==> src/rtl/register_pkg.sv <==
// Shared constants and sizing helpers for the register bank and its entries.
package register_pkg;

   localparam int unsigned REG_RESET_VAL = 0;

   // Byte lanes in a data word.
   function automatic int lane_count(input int width);
      return width / 8;
   endfunction

   // Address width, never narrower than one bit so a two-entry bank still has an address.
   function automatic int addr_width(input int depth);
      return (depth <= 2) ? 1 : $clog2(depth);
   endfunction

endpackage

==> src/rtl/register_bank_if.sv <==
// Write port plus two read ports of the register bank, grouped for the decode and write-back stages.
interface register_bank_if
   import register_pkg::*;
#(
   parameter int WIDTH = 32,
   parameter int DEPTH = 8
);
   localparam int AW = addr_width(DEPTH);
   localparam int NB = lane_count(WIDTH);

   logic             write_enable;
   logic [AW-1:0]    write_addr;
   logic [NB-1:0]    byte_en;
   logic [WIDTH-1:0] data_in;
   logic [AW-1:0]    read_addr_a;
   logic [WIDTH-1:0] data_out_a;
   logic [AW-1:0]    read_addr_b;
   logic [WIDTH-1:0] data_out_b;

   modport master (
      output write_enable, write_addr, byte_en, data_in, read_addr_a, read_addr_b,
      input  data_out_a, data_out_b
   );

   modport slave (
      input  write_enable, write_addr, byte_en, data_in, read_addr_a, read_addr_b,
      output data_out_a, data_out_b
   );
endinterface

==> src/rtl/register_entry.sv <==
// One register word with per-byte-lane write enables and asynchronous clear.
module register_entry
   import register_pkg::*;
#(
   parameter int WIDTH = 32
) (
   input  logic                         clk,
   input  logic                         reset,
   input  logic [lane_count(WIDTH)-1:0] lane_we,
   input  logic [WIDTH-1:0]             data_in,
   output logic [WIDTH-1:0]             data_out
);
   localparam int NB = lane_count(WIDTH);

   logic [WIDTH-1:0] word_q;
   logic [WIDTH-1:0] word_d;

   // NOTE: assign a default first so every path drives word_d and no latch is inferred.
   always_comb begin
      word_d = word_q;
      for (int l = 0; l < NB; l++) begin
         if (lane_we[l]) word_d[8*l +: 8] = data_in[8*l +: 8];
      end
   end

   // NOTE: this storage is reset because the register file must read all-zero straight out of reset;
   // sequential state uses non-blocking assignments so all entries update together at the edge.
   always_ff @(posedge clk or posedge reset) begin
      if (reset) word_q <= WIDTH'(REG_RESET_VAL);
      else       word_q <= word_d;
   end

   assign data_out = word_q;
endmodule

==> src/rtl/register_bank.sv <==
// Multi-entry register bank: byte-lane writes, two combinational read ports, optional write bypass.
module register_bank
   import register_pkg::*;
#(
   parameter int WIDTH    = 32,
   parameter int DEPTH    = 8,
   parameter bit ZERO_REG = 1'b1,
   parameter bit BYPASS   = 1'b1
) (
   input logic           clk,
   input logic           reset,
   register_bank_if.slave bus
);
   localparam int NB = lane_count(WIDTH);
   localparam int AW = addr_width(DEPTH);

   logic [WIDTH-1:0] rd_word [DEPTH];
   logic             wr_valid;
   logic             wr_bypass;

   assign wr_valid = bus.write_enable && !reset && (int'(bus.write_addr) < DEPTH);
   // Forwarding is never offered for the hardwired zero entry.
   assign wr_bypass = BYPASS && wr_valid && !(ZERO_REG && (bus.write_addr == '0));

   for (genvar i = 0; i < DEPTH; i++) begin : g_entry
      if (ZERO_REG && (i == 0)) begin : g_zero
         assign rd_word[i] = WIDTH'(REG_RESET_VAL);
      end else begin : g_reg
         logic [NB-1:0] lane_we;
         assign lane_we = (wr_valid && (bus.write_addr == AW'(i))) ? bus.byte_en : '0;
         register_entry #(.WIDTH(WIDTH)) u_entry (
            .clk      (clk),
            .reset    (reset),
            .lane_we  (lane_we),
            .data_in  (bus.data_in),
            .data_out (rd_word[i])
         );
      end
   end

   logic [WIDTH-1:0] stored_a, stored_b;
   logic [WIDTH-1:0] out_a, out_b;
   logic             hit_a, hit_b;

   // Decoded mux: addresses at or beyond DEPTH match nothing and read as zero.
   always_comb begin
      stored_a = '0;
      stored_b = '0;
      for (int i = 0; i < DEPTH; i++) begin
         if (bus.read_addr_a == AW'(i)) stored_a = rd_word[i];
         if (bus.read_addr_b == AW'(i)) stored_b = rd_word[i];
      end
   end

   always_comb begin
      hit_a = wr_bypass && (bus.read_addr_a == bus.write_addr);
      hit_b = wr_bypass && (bus.read_addr_b == bus.write_addr);
      out_a = stored_a;
      out_b = stored_b;
      for (int l = 0; l < NB; l++) begin
         if (hit_a && bus.byte_en[l]) out_a[8*l +: 8] = bus.data_in[8*l +: 8];
         if (hit_b && bus.byte_en[l]) out_b[8*l +: 8] = bus.data_in[8*l +: 8];
      end
   end

   assign bus.data_out_a = out_a;
   assign bus.data_out_b = out_b;
endmodule

==> src/flat_wrapper.sv <==
// flat-port wrapper written by rule: the top's interface ports become plain ports
module register_bank_flat import register_pkg::*;
#(
   parameter int WIDTH    = 32,
   parameter int DEPTH    = 8,
   parameter bit ZERO_REG = 1'b1,
   parameter bit BYPASS   = 1'b1
)
  (clk, reset, bus_write_enable, bus_write_addr, bus_byte_en, bus_data_in, bus_read_addr_a, bus_read_addr_b, bus_data_out_a, bus_data_out_b);
  register_bank_if #(.WIDTH(WIDTH), .DEPTH(DEPTH)) bus_i ();
  input logic clk;
  input logic reset;
  input wire logic [$bits(bus_i.write_enable)-1:0] bus_write_enable;
  input wire logic [$bits(bus_i.write_addr)-1:0] bus_write_addr;
  input wire logic [$bits(bus_i.byte_en)-1:0] bus_byte_en;
  input wire logic [$bits(bus_i.data_in)-1:0] bus_data_in;
  input wire logic [$bits(bus_i.read_addr_a)-1:0] bus_read_addr_a;
  input wire logic [$bits(bus_i.read_addr_b)-1:0] bus_read_addr_b;
  output wire logic [$bits(bus_i.data_out_a)-1:0] bus_data_out_a;
  output wire logic [$bits(bus_i.data_out_b)-1:0] bus_data_out_b;
  assign bus_i.write_enable = bus_write_enable;
  assign bus_i.write_addr = bus_write_addr;
  assign bus_i.byte_en = bus_byte_en;
  assign bus_i.data_in = bus_data_in;
  assign bus_i.read_addr_a = bus_read_addr_a;
  assign bus_i.read_addr_b = bus_read_addr_b;
  assign bus_data_out_a = bus_i.data_out_a;
  assign bus_data_out_b = bus_i.data_out_b;
  register_bank #(.WIDTH(WIDTH), .DEPTH(DEPTH), .ZERO_REG(ZERO_REG), .BYPASS(BYPASS)) u_core (.clk(clk), .reset(reset), .bus(bus_i));
endmodule
==> config.mk <==
export PLATFORM = sky130hd
export DESIGN_NAME = register_bank_flat
export DESIGN_NICKNAME = d
export VERILOG_FILES = /design/src/rtl/register_pkg.sv /design/src/rtl/register_bank_if.sv /design/src/rtl/register_entry.sv /design/src/rtl/register_bank.sv /design/src/flat_wrapper.sv
export SDC_FILE = /design/constraint.sdc
export NUM_CORES = 1
export LEC_CHECK = 0
export CAP_MARGIN = 10
export CORE_MARGIN = 2
export CORE_UTILIZATION = 30
export CTS_CLUSTER_DIAMETER = 30
export DETAILED_ROUTE_END_ITERATION = 16
export PLACE_DENSITY = 0.5
export SYNTH_ARGS = -nofsm -noshare
export SYNTH_HDL_FRONTEND = slang
export SYNTH_SLANG_ARGS = --single-unit
==> constraint.sdc <==
create_clock -name clk -period 7.7 [get_ports clk]
set_clock_uncertainty 0.05 [all_clocks]
set_input_delay 1.54 -clock clk [delete_from_list [all_inputs] [get_ports clk]]
set_output_delay 1.54 -clock clk [all_outputs]
set_load 0.02 [all_outputs]
Yosys cells after proc, flatten, opt, wreduce, memory -nomap -nowiden. Cells that the tools add are included.

Register bits: 224. Input port bits: 48. Output and inout port bits: 64. Logic and storage cells: 102.

Equal/unequal tests: 23. Multiplexer cells: 29. Reduce and logical (&&, ||, !) cells: 22.

Operator list (count): two-way mux 32 bit (14); two-way mux 8 bit (8); == test 3 bit, second input constant (12); two-way mux 4 bit (7); logical AND 1 bit (19); == test 3 x 2 -> 1 bit, second input constant (6); == test 3 x 1 -> 1 bit, second input constant (3); == test 3 bit (2); logical NOT 3 bit (1); logical NOT 1 bit (2).

Longest topological paths before layout. Gate-level depths: netlist of run 1.

Depth in word-level cells: 9. Depth in mapped cells: 8. Gate-level depth less buffers: 5.

Modules after synthesis. A second synthesis of run 1 with hierarchy kept.

Cell total of the unflattened synthesis: 1261. Area total of the unflattened synthesis: 14211.1 µm².

By module, submodules not included: register_entry (instances 7, cells each 69, area an instance 1330.0 µm², seq. area each 800.8 µm²); register_bank (instances 1, cells each 778, area an instance 4901.0 µm², seq. area each 0.0 µm²).

Worst setup path after synthesis of run 1. No wires, ideal clock.

Kind: input -> output. Start: input bus_write_addr[0]. End: output bus_data_out_a[30]. Arrival: 3.060 ns. Required time: 6.110 ns. Path slack: 3.050 ns. Stages: 4. Buffers on the path: 1. Path through: clkbuf_1 o31ai_4 nor3_2 o31ai_1.

Cells in the longest elaborated chain, start to end: 6. Elaborated cells on any way between the ends: 7. Those cells by class: eq/ne: 1; mux: 1; reduce/logical: 5.

RTL lines: start, declared (RTL line flat_wrapper.sv:14) `input wire logic [$bits(bus_i.write_addr)-1:0] bus_write_addr;`; logical NOT 3 bit (RTL line register_bank.sv:23) `assign wr_bypass = BYPASS && wr_valid && !(ZERO_REG && (bus.write_addr == '0));`; logical NOT 1 bit (RTL line register_bank.sv:23); logical AND 1 bit (RTL line register_bank.sv:23); logical AND 1 bit * (RTL line register_bank.sv:56) `hit_a = wr_bypass && (bus.read_addr_a == bus.write_addr);`; logical AND 1 bit * (RTL line register_bank.sv:61) `if (hit_a && bus.byte_en[l]) out_a[8*l +: 8] = bus.data_in[8*l +: 8];`; two-way mux 8 bit * (RTL line register_bank.sv:61); end, declared (RTL line flat_wrapper.sv:19) `output wire logic [$bits(bus_i.data_out_a)-1:0] bus_data_out_a;`.

Mark *: on every way between the ends. The rest lies on a longest branch, timed or not.

Final worst setup path of run 1.
Start: input reset. End: output bus_data_out_b[16].

Cells in the longest elaborated chain, start to end: 6.

RTL lines: start, declared (RTL line flat_wrapper.sv:12) `input logic reset;`; logical NOT 1 bit (no source line); logical AND 1 bit (RTL line register_bank.sv:21) `assign wr_valid = bus.write_enable && !reset && (int'(bus.write_addr) < DEPTH);`; logical AND 1 bit (RTL line register_bank.sv:23); logical AND 1 bit (RTL line register_bank.sv:57) `hit_b = wr_bypass && (bus.read_addr_b == bus.write_addr);`; logical AND 1 bit (RTL line register_bank.sv:62) `if (hit_b && bus.byte_en[l]) out_b[8*l +: 8] = bus.data_in[8*l +: 8];`; two-way mux 8 bit (RTL line register_bank.sv:62); end, declared (RTL line flat_wrapper.sv:20) `output wire logic [$bits(bus_i.data_out_b)-1:0] bus_data_out_b;`.

Every way passes these cells.

==> summary by stage, run 1 <==
Global route
The peak-usage layer in the global routing report is met2. For met2 alone, demand over resource in global routing was 28.91%. The via count of the first global-routing pass was 10220. The met3 track demand over resource is 4.127%. Global routing used 25.65% of the available met1 tracks. The initial antenna violation count is 4.

The first global-routing pass estimated 63180 um of wire. Entering global routing, the biggest net connects 149 pins. For this run, the total global-route usage over all layers was measured as 19.00%.

The remaining global-route overflow is 0.

Synthesis
The synthesized design devotes to its leading area cell type 43.99% of total area. In the synthesized netlist the async set-or-reset flop fraction comes to 100.0%. Counting flops with a built-in enable in the synthesized netlist gives 0. The average instance in the mapped netlist occupies 11.11 um^2. The most used flip-flop cell after synthesis is sky130_fd_sc_hd__dfrtp_1. When the netlist entered floorplanning its net count stood at 1195. The synthesized design contains 224 register bits.

The sequential area share after synthesis is 43.99%. The total of warnings raised by yosys is 0. The post-synth design cell area is 0.01274 mm^2. The dominant cell type by area after synthesis is sky130_fd_sc_hd__dfrtp_1.

In the post-synthesis netlist, the biggest area contributors are sky130_fd_sc_hd__dfrtp_1, sky130_fd_sc_hd__mux2_2, sky130_fd_sc_hd__a221oi_1. The gate count after technology mapping is 1147. The count of unique library cells instantiated by Yosys is 39.

Clock network
At the later pin of the worst-skew pair, clock insertion delay measures 0.54 ns. The longest clock path from root to sink contains 3 buffers. Clock-pin slew was measured on the worst setup and hold paths at 0.04 ns. The library cell used as clock root buffer is sky130_fd_sc_hd__clkbuf_16.

The post-CTS repair timing setup buffer count is 0. The TritonCTS clock tree is done. CTS saw 224 sinks. The number of buffers added to fix hold violations after cts is 0. Gates resized during post-CTS repair numbered 0. The H-tree was split into 3 levels.

Clock tree synthesis inserted a total of 66 buffers.

Worst setup path
The kind of start point of the critical path is an input pin. The critical path arrival is 4.52 ns. The first element of the critical path is reset. Counting buffers and inverters, the worst setup path is 7 cells deep. The startpoint identified for the worst register-to-register timing path is u_core.g_entry[1].g_reg.u_entry.data_out[27]$_DFFE_PP0P_.

The category of the critical setup timing path is in2out. The cell at the slowest stage of the critical path is sky130_fd_sc_hd__nor3_4. The worst register-to-register path has a depth of 1. The largest fanout on the critical path is 16. In this design, the largest share of critical-path delay is due to simple AND/OR/NAND/NOR gates. The worst setup path is captured at a primary output.

The signal on the critical path passes through clkdlybuf4s50_1 > nor2b_1 > o31ai_4 > nor3_4 > a2111oi_0 > a21o_1 > clkdlybuf4s50_1. In this design, the stage delay of the slowest critical-path cell is 0.85 ns. STA puts the critical path data required time at 6.11 ns. The critical path contains buffers and inverters numbering 2 combined. The most numerous cell type found on the critical path is sky130_fd_sc_hd__clkdlybuf4s50_1.

Place
The placed instance count is 1712. The quantity of I/O buffers inserted on ports is 111. Detailed placement ended at an HPWL of 25720 um. At the end of routability-driven placement, the weighted congestion stood at 0.7868.

Timing
The total count of max-transition violations in the final report is 0. The setup TNS is 0 ns. Measured against its own limit, the worst slew margin works out to 30.75%. The final period utilization is 79.33%.

The maximum frequency from static timing analysis is 163.7 MHz. The tightest hold path in the finished design has a slack of 0.4617 ns. The hold violation count in the final report was 0. Setup repair after global routing left no endpoint under its margin. Subtracting the final worst setup slack from the clock period gives 6.108 ns.

The final setup violation count is 0. The transition time at the pin with the least slew margin is 1.035 ns.

Worst hold path
The count of cells along the worst hold path is 1. The path class of the lowest-slack min-delay path is reg2reg. In this run the most critical hold path is launched from u_core.g_entry[7].g_reg.u_entry.data_out[1]$_DFFE_PP0P_.

Layout
The share of final-layout standard cells stronger than drive strength 1 is 38.12%. At the end of the flow, the number of nets in the layout was 1289. Leaving out fill and tap cells, the most frequent cells in the layout are sky130_fd_sc_hd__mux2_2, sky130_fd_sc_hd__dfrtp_1, sky130_fd_sc_hd__clkdlybuf4s50_1.

The number of standard cells in the layout, taps in and fillers out is 1829. The relative area change from synthesis to final layout is 29.27%. The register with the most flip-flops in the layout has 224 of them. The most common cell after layout, fill and taps aside is sky130_fd_sc_hd__mux2_2.

Floorplanning
After floorplanning, the core was sized to cover 0.04195 mm^2. During I/O placement, the number of pins put on the boundary was 112. The initial utilization of the core area, before any placement, comes to 30.38%. The number of cell rows is 75. The die height is 210.1 um. The area enclosed by the die boundary is 0.04414 mm^2.

In this run the horizontal extent of the chip is 210.1 um.

Job
The tool flagged a number of max-cap violations equal to 0.

Routing
The number of detailed-routing iterations run before antenna repair is 5. In the routed design, unresolved DRC markers number 0. Wires add up to 42170 um. The post-detailed-route wirelength per cell is 23.06 um. After detailed routing, the number of vias per cell comes to 5.477. After the first detailed-routing iteration, the DRC count stood at 702. Across all layers, the routed design uses 10020 vias.

The number of nets with antenna violations after detailed routing is 0.

Power and ir drop
The maximum VDD drop is 155.5 uV. The leakage power of the design is 6.973 nW. The power density of the placed cells is 312.4 mW/mm^2.

Run status
The flow ran to the end, and the final reports show no timing, DRC or antenna violations.
[per-stage QoR]
step	power, W	utilization, %	setup slack, ns	cell area, um^2
floorplan	0.002180	-	3.050	12750
CTS	0.005187	39.26	1.600	16470
global route	0.005356	39.26	1.473	16470
detailed placement	0.002481	33.97	1.608	14250
global placement	0.002458	33.97	1.642	14250
finish	0.005145	39.27	1.592	16470
[path summary, 6_finish.rpt]
check	end	slack (ns)
min in group asynchronous	u_core.g_entry[5].g_reg.u_entry.data_out[5]$_DFFE_PP0P_	1.53
max	bus_data_out_b[16]	1.59
max reg2reg	u_core.g_entry[1].g_reg.u_entry.data_out[27]$_DFFE_PP0P_	6.84
min reg2reg	u_core.g_entry[7].g_reg.u_entry.data_out[1]$_DFFE_PP0P_	0.46
min	u_core.g_entry[7].g_reg.u_entry.data_out[1]$_DFFE_PP0P_	0.46
max in group asynchronous	u_core.g_entry[5].g_reg.u_entry.data_out[6]$_DFFE_PP0P_	5.23
[cells by family (layout without fill, tap and decap cells)]
group	after synthesis	in the layout	share of synthesized area, %
AOI/OAI and AO/OA	298	298	14.67
xor gates and xnor gates	6	6	0.4124
buffers and inverters	117	258	3.928
DFF	224	224	43.99
muxes	345	345	31.18
other	0	2	0
and+or+nand+nor	157	157	5.823
[layout make-up]
class	count	area, um^2
Antenna cell	2	5.005
Clock buffer	91	1927
Clock inverter	24	290.3
Fill cell	3985	25470
Inverter	7	30.03
Multi-Input combinational cell	806	6641
Sequential cell	224	5605
Tap cell	539	674.4
Timing Repair Buffer	136	1299
[power breakdown]
| part | total (W) | switching (W) | internal (W) |
|---|---|---|---|
| Sequential | 0.00157 | 0.000159 | 0.00141 |
| Clock | 0.00268 | 0.000785 | 0.00189 |
| Combinational | 0.000895 | 0.000409 | 0.000486 |
| Total | 0.00515 | 0.00135 | 0.00379 |
[cells in the mapped netlist, types with 7 or more instances]
library cell / number
sky130_fd_sc_hd__a221oi_1: 53
sky130_fd_sc_hd__mux2_2: 330
sky130_fd_sc_hd__inv_1: 7
sky130_fd_sc_hd__a21o_1: 7
sky130_fd_sc_hd__nor2_1: 27
sky130_fd_sc_hd__mux4_2: 8
sky130_fd_sc_hd__a21oi_1: 55
sky130_fd_sc_hd__a22oi_1: 7
sky130_fd_sc_hd__o21ai_1: 38
sky130_fd_sc_hd__clkbuf_1: 68
sky130_fd_sc_hd__o22ai_1: 57
sky130_fd_sc_hd__nand2_1: 92
sky130_fd_sc_hd__o21ai_0: 61
sky130_fd_sc_hd__nor3_2: 7
sky130_fd_sc_hd__dfrtp_1: 224
sky130_fd_sc_hd__nor2b_1: 9
sky130_fd_sc_hd__buf_2: 34
[routing by layer]
metal | vias to the layer above | share of wire [%] | wire length, um
met2 | 356 | 44 | 18580
met5 | - | 0.097 | 41
met3 | 109 | 6.1 | 2583
met1 | 5024 | 45 | 19180
met4 | 6 | 4.2 | 1786
li1 | 4523 | - | -
Note: power is estimated with default switching activity, not from simulation.
==> run 2: changes to the inputs <==
--- a/config.mk
+++ b/config.mk
@@ -10,7 +10,7 @@
 export CORE_UTILIZATION = 30
 export CTS_CLUSTER_DIAMETER = 30
 export DETAILED_ROUTE_END_ITERATION = 16
-export PLACE_DENSITY = 0.5
+export PLACE_DENSITY = 0.48
 export SYNTH_ARGS = -nofsm -noshare
 export SYNTH_HDL_FRONTEND = slang
 export SYNTH_SLANG_ARGS = --single-unit
==> constraint.sdc (replaced) <==
create_clock -name clk -period 5.9 [get_ports clk]
set_clock_uncertainty 0.05 [all_clocks]
set_input_delay 1.18 -clock clk [delete_from_list [all_inputs] [get_ports clk]]
set_output_delay 1.18 -clock clk [all_outputs]
set_load 0.02 [all_outputs]
==> run 2 against run 1 <==
Compared with the run above:
- clock power rose by 21%
- core utilization fell by 0.20 points
- cell count rose by 0.33%
- critical path depth rose by 1
- non-clock buffer count rose by 11
- largest cell class unchanged
- register-to-register slack got worse by 1.8 ns
- count of clock-buffer cells in the layout fell by 2
- worst setup slack got worse by 0.94 ns
- sequential power rose by 31%
- worst hold slack improved by 0.0059 ns
- sequential cell count did not move
- highest routed layer unchanged
- total power rose by 26%
==> summary by stage, run 2 (synthesis results as in run 1) <==
Run status
The flow ran to the end, and the final reports show no timing, DRC or antenna violations.

Place
The placed wire-length estimate after detailed placement is 26550 um. Before CTS, the worst setup slack after placement is 0.6155 ns. The quantity of I/O buffers inserted on ports is 111. The cell area after placement is 0.01433 mm^2. The placer's final routability congestion estimate is 0.7838.

Floorplanning
For this configuration, the core starts out at a cell density of 30.38%. The number of cell rows is 75. The die outline width is 210.1 um. The core region area is 0.04195 mm^2. The die height is 210.1 um. In this run the count of I/O pins placed on the die edge is 112. The die covers 0.04414 mm^2.

Timing
The worst-case setup margin in the final layout is 0.6466 ns. At the pin with the least slew margin, the transition time is 1.043 ns. Setup repair after global routing left no endpoint under its margin. Hold is met by 0.4676 ns. The worst relative slew slack is 30.48%. The total count of max-transition violations in the final report was 0. Setup violations remaining at the end of the flow were counted as 0. Static timing analysis puts the maximum clock frequency at 190.4 MHz.

The hold violation count in the final report is 0. For the final routed database, the setup TNS stands at 0 ns. Subtracting the final worst setup slack from the clock period gives 5.253 ns. The final critical path takes up 89.04% of the cycle.

Worst setup path
The cell seen most often among critical-path stages is sky130_fd_sc_hd__clkdlybuf4s50_1. The required time at the worst-slack endpoint is 4.67 ns. The critical path arrival is 4.02 ns. The reg-to-reg startpoint is u_core.g_entry[1].g_reg.u_entry.data_out[27]$_DFFE_PP0P_. The largest fanout on the critical path is 9. The kind of capture point of the worst setup path is a primary output.

The endpoint identified for the worst register-to-register timing path is u_core.g_entry[1].g_reg.u_entry.data_out[27]$_DFFE_PP0P_. The critical path in this run is classified as in2out. The kind of start point of the critical path is an input pin. The critical path goes through clkdlybuf4s50_1 > nor2b_1 > o31ai_4 > nor3_4 > buf_4 > nand2_1 > o21ai_1 > clkdlybuf4s50_1. The worst register-to-register path has a depth of 1. On the worst path, the slowest cell contributes a delay of 0.65 ns. The slowest stage of the critical path belongs to the cell sky130_fd_sc_hd__clkdlybuf4s50_1. The internal reg-to-reg setup slack is 5.05 ns.

Power and ir drop
Power spread over the standard cell area amounts to 395.4 mW/mm^2. For this design the static power due to leakage is 6.949 nW. The maximum VDD drop is 248.7 uV.

Worst hold path
The path class of the lowest-slack min-delay path is reg2reg. The count of cells along the worst hold path is 1. The terminating pin of the worst hold path is u_core.g_entry[6].g_reg.u_entry.data_out[24]$_DFFE_PP0P_. The startpoint identified for the worst hold timing path is u_core.g_entry[6].g_reg.u_entry.data_out[24]$_DFFE_PP0P_.

Clock network
The number of gates resized after cts is 0. The TritonCTS clock tree is done. The post-CTS repair timing setup buffer count is 0. The clock passes through at most 3 buffers. Counting the buffers created by CTS gives 60.

Clock tree synthesis selected as its root buffer the cell sky130_fd_sc_hd__clkbuf_16. Buffers inserted to repair hold after CTS numbered 0. The H-tree depth is 2. After clock tree synthesis, the clock-pin slew on the worst setup and hold paths is 0.04 ns. For this design, the sink count on the clock tree is 224. The insertion delay of the later-clocked pin in the worst-skew pair is 0.57 ns.

Layout
Summing all multi-input logic gate instances after layout gives 0.006646 mm^2. In the layout the commonest cells are sky130_fd_sc_hd__mux2_2, sky130_fd_sc_hd__dfrtp_1, sky130_fd_sc_hd__clkdlybuf4s50_1. The total area of sequential cells is 0.005605 mm^2. The fill cell instance count of the final layout is 4034. The final non-filler cell area is 0.01639 mm^2. For this run, the share of the core covered by cells in the final layout is 39.07%. Of the cells placed in the final design, the portion with a size suffix greater than 1 is 38.05%. The final layout net count is 1294. The most common cell after layout, fill and taps aside is sky130_fd_sc_hd__mux2_2. The relative area change from synthesis to final layout is 28.60%. The flip-flop count of the largest register after layout is 224.

Global route
The via count of the first global-routing pass is 10160. The fraction of met1 tracks used by global routing is 26.26%. The initial antenna violation count was 3.

The remaining global-route overflow is 0. Across every metal layer, demand over resource in global routing totals 19.15%. Global routing consumed, on the met3 layer, 3.725% of the routing resources.

The first global-routing pass estimated 64260 um of wire. In the global route stage, met2 resource usage came out at 30.34%. The global routing stage identified its most utilized layer as met2. Entering global routing, the biggest net connects 179 pins.

Routing
The DRC violation count after routing is 0. In the final routed layout, each cell accounts on average for 22.98 um. The number of DRC markers in iteration 0 is 626.

The number of nets with antenna violations after detailed routing is 0. Using the TritonRoute via totals, the vias-per-cell ratio works out to 5.393. The total length of routed wires is 42170 um.

The detailed-route via count is 9897. The first detailed-routing pass took 5 iterations.

Job
The tool flagged a number of max-cap violations equal to 0.
==> run 2: changes by cell type in the layout (fill, tap and decap cells not counted), moves of 2 or more <==
cell,delta
sky130_fd_sc_hd__inv_6,-2
sky130_fd_sc_hd__buf_4,+12
sky130_fd_sc_hd__clkbuf_1,+4
sky130_fd_sc_hd__clkbuf_16,-6
sky130_fd_sc_hd__clkinv_8,-2
==> run 2: area by class of cell <==
class                           count  share of cell area [%]
Clock inverter                     20                   1.603
Multi-Input combinational cell    806                   40.56
Sequential cell                   224                   34.21
Inverter                            7                  0.1832
Tap cell                          539                   4.115
Clock buffer                       89                   10.93
Timing Repair Buffer              147                   8.353
Antenna cell                        3                 0.04581
==> run 2: how the worst max path moves through the flow <==
stage | end | depth (start not counted) | from
final | bus_data_out_a[23] | 8 | reset
after global routing | bus_data_out_a[23] | 8 | reset
after CTS | bus_data_out_a[23] | 8 | reset
after detailed placement | bus_data_out_a[23] | 8 | reset
after global placement | bus_data_out_a[23] | 8 | reset
after floorplan | u_core.g_entry[1].g_reg.u_entry.data_out[0]$_DFFE_PP0P_ | 1 | reset
==> run 2: per-stage QoR <==
stage                     power, W  std cells
after floorplan           0.002845       1147
after global placement    0.003222       1723
after detailed placement  0.003248       1723
after CTS                 0.006540       1832
after global routing      0.006765       1832
final                     0.006480       1835
==> run 2: layer usage <==
| metal | vias up | share of wire [%] |
|---|---|---|
| li1 | 4527 | - |
| met1 | 5020 | 46 |
| met2 | 267 | 46 |
| met3 | 81 | 5.4 |
| met4 | 2 | 2.5 |
| met5 | - | 0.031 |
==> run 2: worst max-delay path: cells and delay by family <==
kind	cells	cell delay, ns
buf+inv	3	1.37
compound gates	2	0.45
simple gates	3	1.01
==> run 2: power by group <==
part           internal (W)  leakage, nW  total, W  switching (W)
Clock               0.00232         1.01   0.00325       0.000938
Sequential          0.00185         2.86   0.00205       0.000207
Combinational      0.000637         3.07   0.00117       0.000537
==> run 3: changes to the inputs <==
--- a/config.mk
+++ b/config.mk
@@ -7,10 +7,10 @@
 export LEC_CHECK = 0
 export CAP_MARGIN = 10
 export CORE_MARGIN = 2
-export CORE_UTILIZATION = 30
+export CORE_UTILIZATION = 50
 export CTS_CLUSTER_DIAMETER = 30
 export DETAILED_ROUTE_END_ITERATION = 16
-export PLACE_DENSITY = 0.48
+export PLACE_DENSITY = 0.72
 export SYNTH_ARGS = -nofsm -noshare
 export SYNTH_HDL_FRONTEND = slang
 export SYNTH_SLANG_ARGS = --single-unit
==> run 3 against run 2 <==
Compared with the run above:
- fmax grew 1.4%
- cell count shrank 12%
- sequential share of layout area grew 1.1 points
- die area shrank 39%
- critical endpoint is now bus_data_out_a[5]
- largest cell class unchanged
- highest routed layer unchanged
==> summary by stage, run 3 (synthesis results as in run 1) <==
Power and ir drop
For this design the ratio of total power to cell area is 384.0 mW/mm^2. In this run switching power makes up 28.16% of total power. The power share of the sequential group is 33.8%.

The analysis attributes to cell leakage a power of 6.791 nW. The share of power burned in combinational logic is 19.1%. The cell-internal power is 0.004382 W. Across the VDD grid, the largest voltage drop is 227.4 uV. The share of total power dissipated in the clock network is 47.0%. The analysis attributes to net switching a power of 0.001718 W.

Floorplanning
The die height is 163.6 um. The core region area is 0.02511 mm^2. The number of ports placed on the die boundary is 112. The initial utilization of the core area, before any placement, comes to 50.75%. The number of cell rows is 58. The area enclosed by the die boundary is 0.02678 mm^2. The die outline width is 163.6 um.

Clock network
In this run the post-CTS setup repair buffer count came out at 0. In this run, post-CTS hold repair placed 0 buffers. The number of buffers created by CTS is 53.

The tree is rooted in a sky130_fd_sc_hd__clkbuf_16. The number of gates resized after CTS was 0. TritonCTS built the clock tree.

The tree built by TritonCTS fans out to 224 sinks. In this run the number of H-tree levels came out at 2. After clock tree synthesis, the clock-pin slew on the worst setup and hold paths is 0.04 ns. The insertion delay of the later-clocked pin in the worst-skew pair is 0.55 ns. The longest clock path from root to sink contains 3 buffers.

Routing
The DRC violation count after routing is 0. In this run, the number of DRC markers left after iteration 0 of detailed routing was 927. The wire length on met2 is 17180 um. The detailed-route via count is 10240. The routed metal-1 wire length is 15420 um.

The via density per instance is 6.363. The number of detailed-routing iterations run before antenna repair is 5. The number of nets with antenna violations after detailed routing is 0. The amount of wire on met3 after detailed routing is 2890 um. The total length of routed wires is 37300 um. The uppermost metal layer occupied by signal nets is met5. After detailed routing, the average wire length per cell comes to 23.18 um.

Timing
The total count of max-transition violations in the final report is 0. In the final timing run, aggregate negative setup slack is 0 ns. The worst path needs 5.178 ns of the cycle, external delays included. The tightest hold path in the finished design has a slack of 0.4663 ns. Setup repair after global routing left no endpoint under its margin.

The hold violation count in the final report is 0. Based on the critical path, the design can be clocked at up to 193.1 MHz. The final setup violation count is 0. For the pin with the worst max-slew slack, the measured transition is 1.024 ns. The worst relative slew slack is 31.59%. The final period utilization is 87.77%.

Layout
The register with the most flip-flops in the layout has 224 of them. The share of final-layout standard cells stronger than drive strength 1 is 37.82%. Registers take 0.005605 mm^2. After filler insertion, the fill cell instance count of the layout stands at 2016. In the layout the commonest cells are sky130_fd_sc_hd__mux2_2, sky130_fd_sc_hd__dfrtp_1, sky130_fd_sc_hd__clkdlybuf4s50_1. The area of combinational cells with multiple inputs is 0.006641 mm^2. The share of the core filled with cells is 63.25%. The most common cell after layout, fill and taps aside is sky130_fd_sc_hd__mux2_2. The area growth from synthesis to layout is 24.64%. After the last flow step, the layout net total stands at 1282.

Worst setup path
Of all nets on the critical path, the largest fanout is 9. The cell at the slowest stage of the critical path is sky130_fd_sc_hd__clkdlybuf4s50_1. The number of buffers and inverters on the critical path is 3.

Data arrives at the worst endpoint at 3.95 ns. The cell seen most often among critical-path stages is sky130_fd_sc_hd__clkdlybuf4s50_1. The reg-to-reg startpoint is u_core.g_entry[6].g_reg.u_entry.data_out[30]$_DFFE_PP0P_. The delay of the slowest cell on the worst path is 0.69 ns.

The kind of start point of the critical path is an input pin. The kind of capture point of the worst setup path is a primary output. The critical path goes through clkdlybuf4s50_1 > xnor2_1 > nand3_2 > nor3_2 > buf_4 > nand2_1 > o21ai_1 > clkdlybuf4s50_1. The first element of the critical path is bus_write_addr[0]. At the worst endpoint, the required time is 4.67 ns. For the worst flop-to-flop path, the logic depth is 1. The path length in cells of the critical path is 8. Among cell families on the critical path, the largest total delay comes from buffers and inverters. The category of the critical setup timing path is in2out.

Place
The placed wire-length estimate after detailed placement is 22150 um. During placement, the flow inserted port buffers numbering 111. The congestion estimate from routability-driven global placement came to 0.8542.

Worst hold path
The startpoint of the lowest-slack hold path is u_core.g_entry[7].g_reg.u_entry.data_out[31]$_DFFE_PP0P_. The path class of the lowest-slack min-delay path is reg2reg. The count of cells along the worst hold path is 1.

Global route
The via count of the first global-routing pass came to 10390. Global routing used 28.18% of the available tracks. The largest net degree at the start of global routing is 113.

The initial antenna violation count is 4. The first global-routing pass estimated 58420 um of wire. After global routing the overflow that remains totals 0.

Run status
The flow ran to the end, and the final reports show no timing, DRC or antenna violations.

Job
The number of max-cap violations is 0.
## run 3: changes by cell type in the layout (fill, tap and decap cells not counted), sizes merged
cell	change
clkinvlp	+6
diode	-1
clkinv	+8
bufinv	-2
buf	-5
clkbuf	-26
inv	+3
## run 3: final timing paths
path	endpoint	slack (ns)
min	u_core.g_entry[7].g_reg.u_entry.data_out[31]$_DFFE_PP0P_	0.47
max	bus_data_out_a[5]	0.72
max in group asynchronous	u_core.g_entry[2].g_reg.u_entry.data_out[31]$_DFFE_PP0P_	3.51
min reg2reg	u_core.g_entry[7].g_reg.u_entry.data_out[31]$_DFFE_PP0P_	0.47
max reg2reg	u_core.g_entry[6].g_reg.u_entry.data_out[30]$_DFFE_PP0P_	5.04
min in group asynchronous	u_core.g_entry[5].g_reg.u_entry.data_out[6]$_DFFE_PP0P_	1.18
## run 3: per-layer routing
layer  vias up  global-route usage (%)
met5         -                       0
met1      5092                   37.20
met2       506                   43.33
met3       144                   6.145
li1       4494                       -
met4         2                   15.31
## run 3: power groups by stage
stage | combinational, W | sequential, W | clock, W
after detailed placement | 0.00116 | 0.00207 | 0
after floorplan | 0.000840 | 0.00200 | 0
final | 0.00117 | 0.00206 | 0.00287
after CTS | 0.00117 | 0.00205 | 0.00289
after global placement | 0.00113 | 0.00204 | 0
after global routing | 0.00126 | 0.00210 | 0.00298
## run 3: final cells by class
type | instances | area share, %
inverter | 7 | 0.1891
clock inverter | 35 | 2.419
tap | 330 | 2.600
clock buffer | 63 | 8.903
multi-input combinational | 806 | 41.82
antenna | 2 | 0.03151
sequential | 224 | 35.30
timing repair buffer | 142 | 8.745
## run 3: through the flow
| stage | setup WS [ns] | total power [W] | instances | area, um^2 |
|---|---|---|---|---|
| 4_1_cts | 0.7394 | 0.006114 | 1607 | 15880 |
| 6_report | 0.7217 | 0.006099 | 1609 | 15880 |
| 3_3_place_gp | 0.7697 | 0.003176 | 1509 | 14080 |
| 3_5_place_dp | 0.7398 | 0.003223 | 1509 | 14080 |
| 2_1_floorplan | 1.746 | 0.002845 | 1147 | 12750 |
| 5_1_grt | 0.5471 | 0.006341 | 1608 | 15880 |
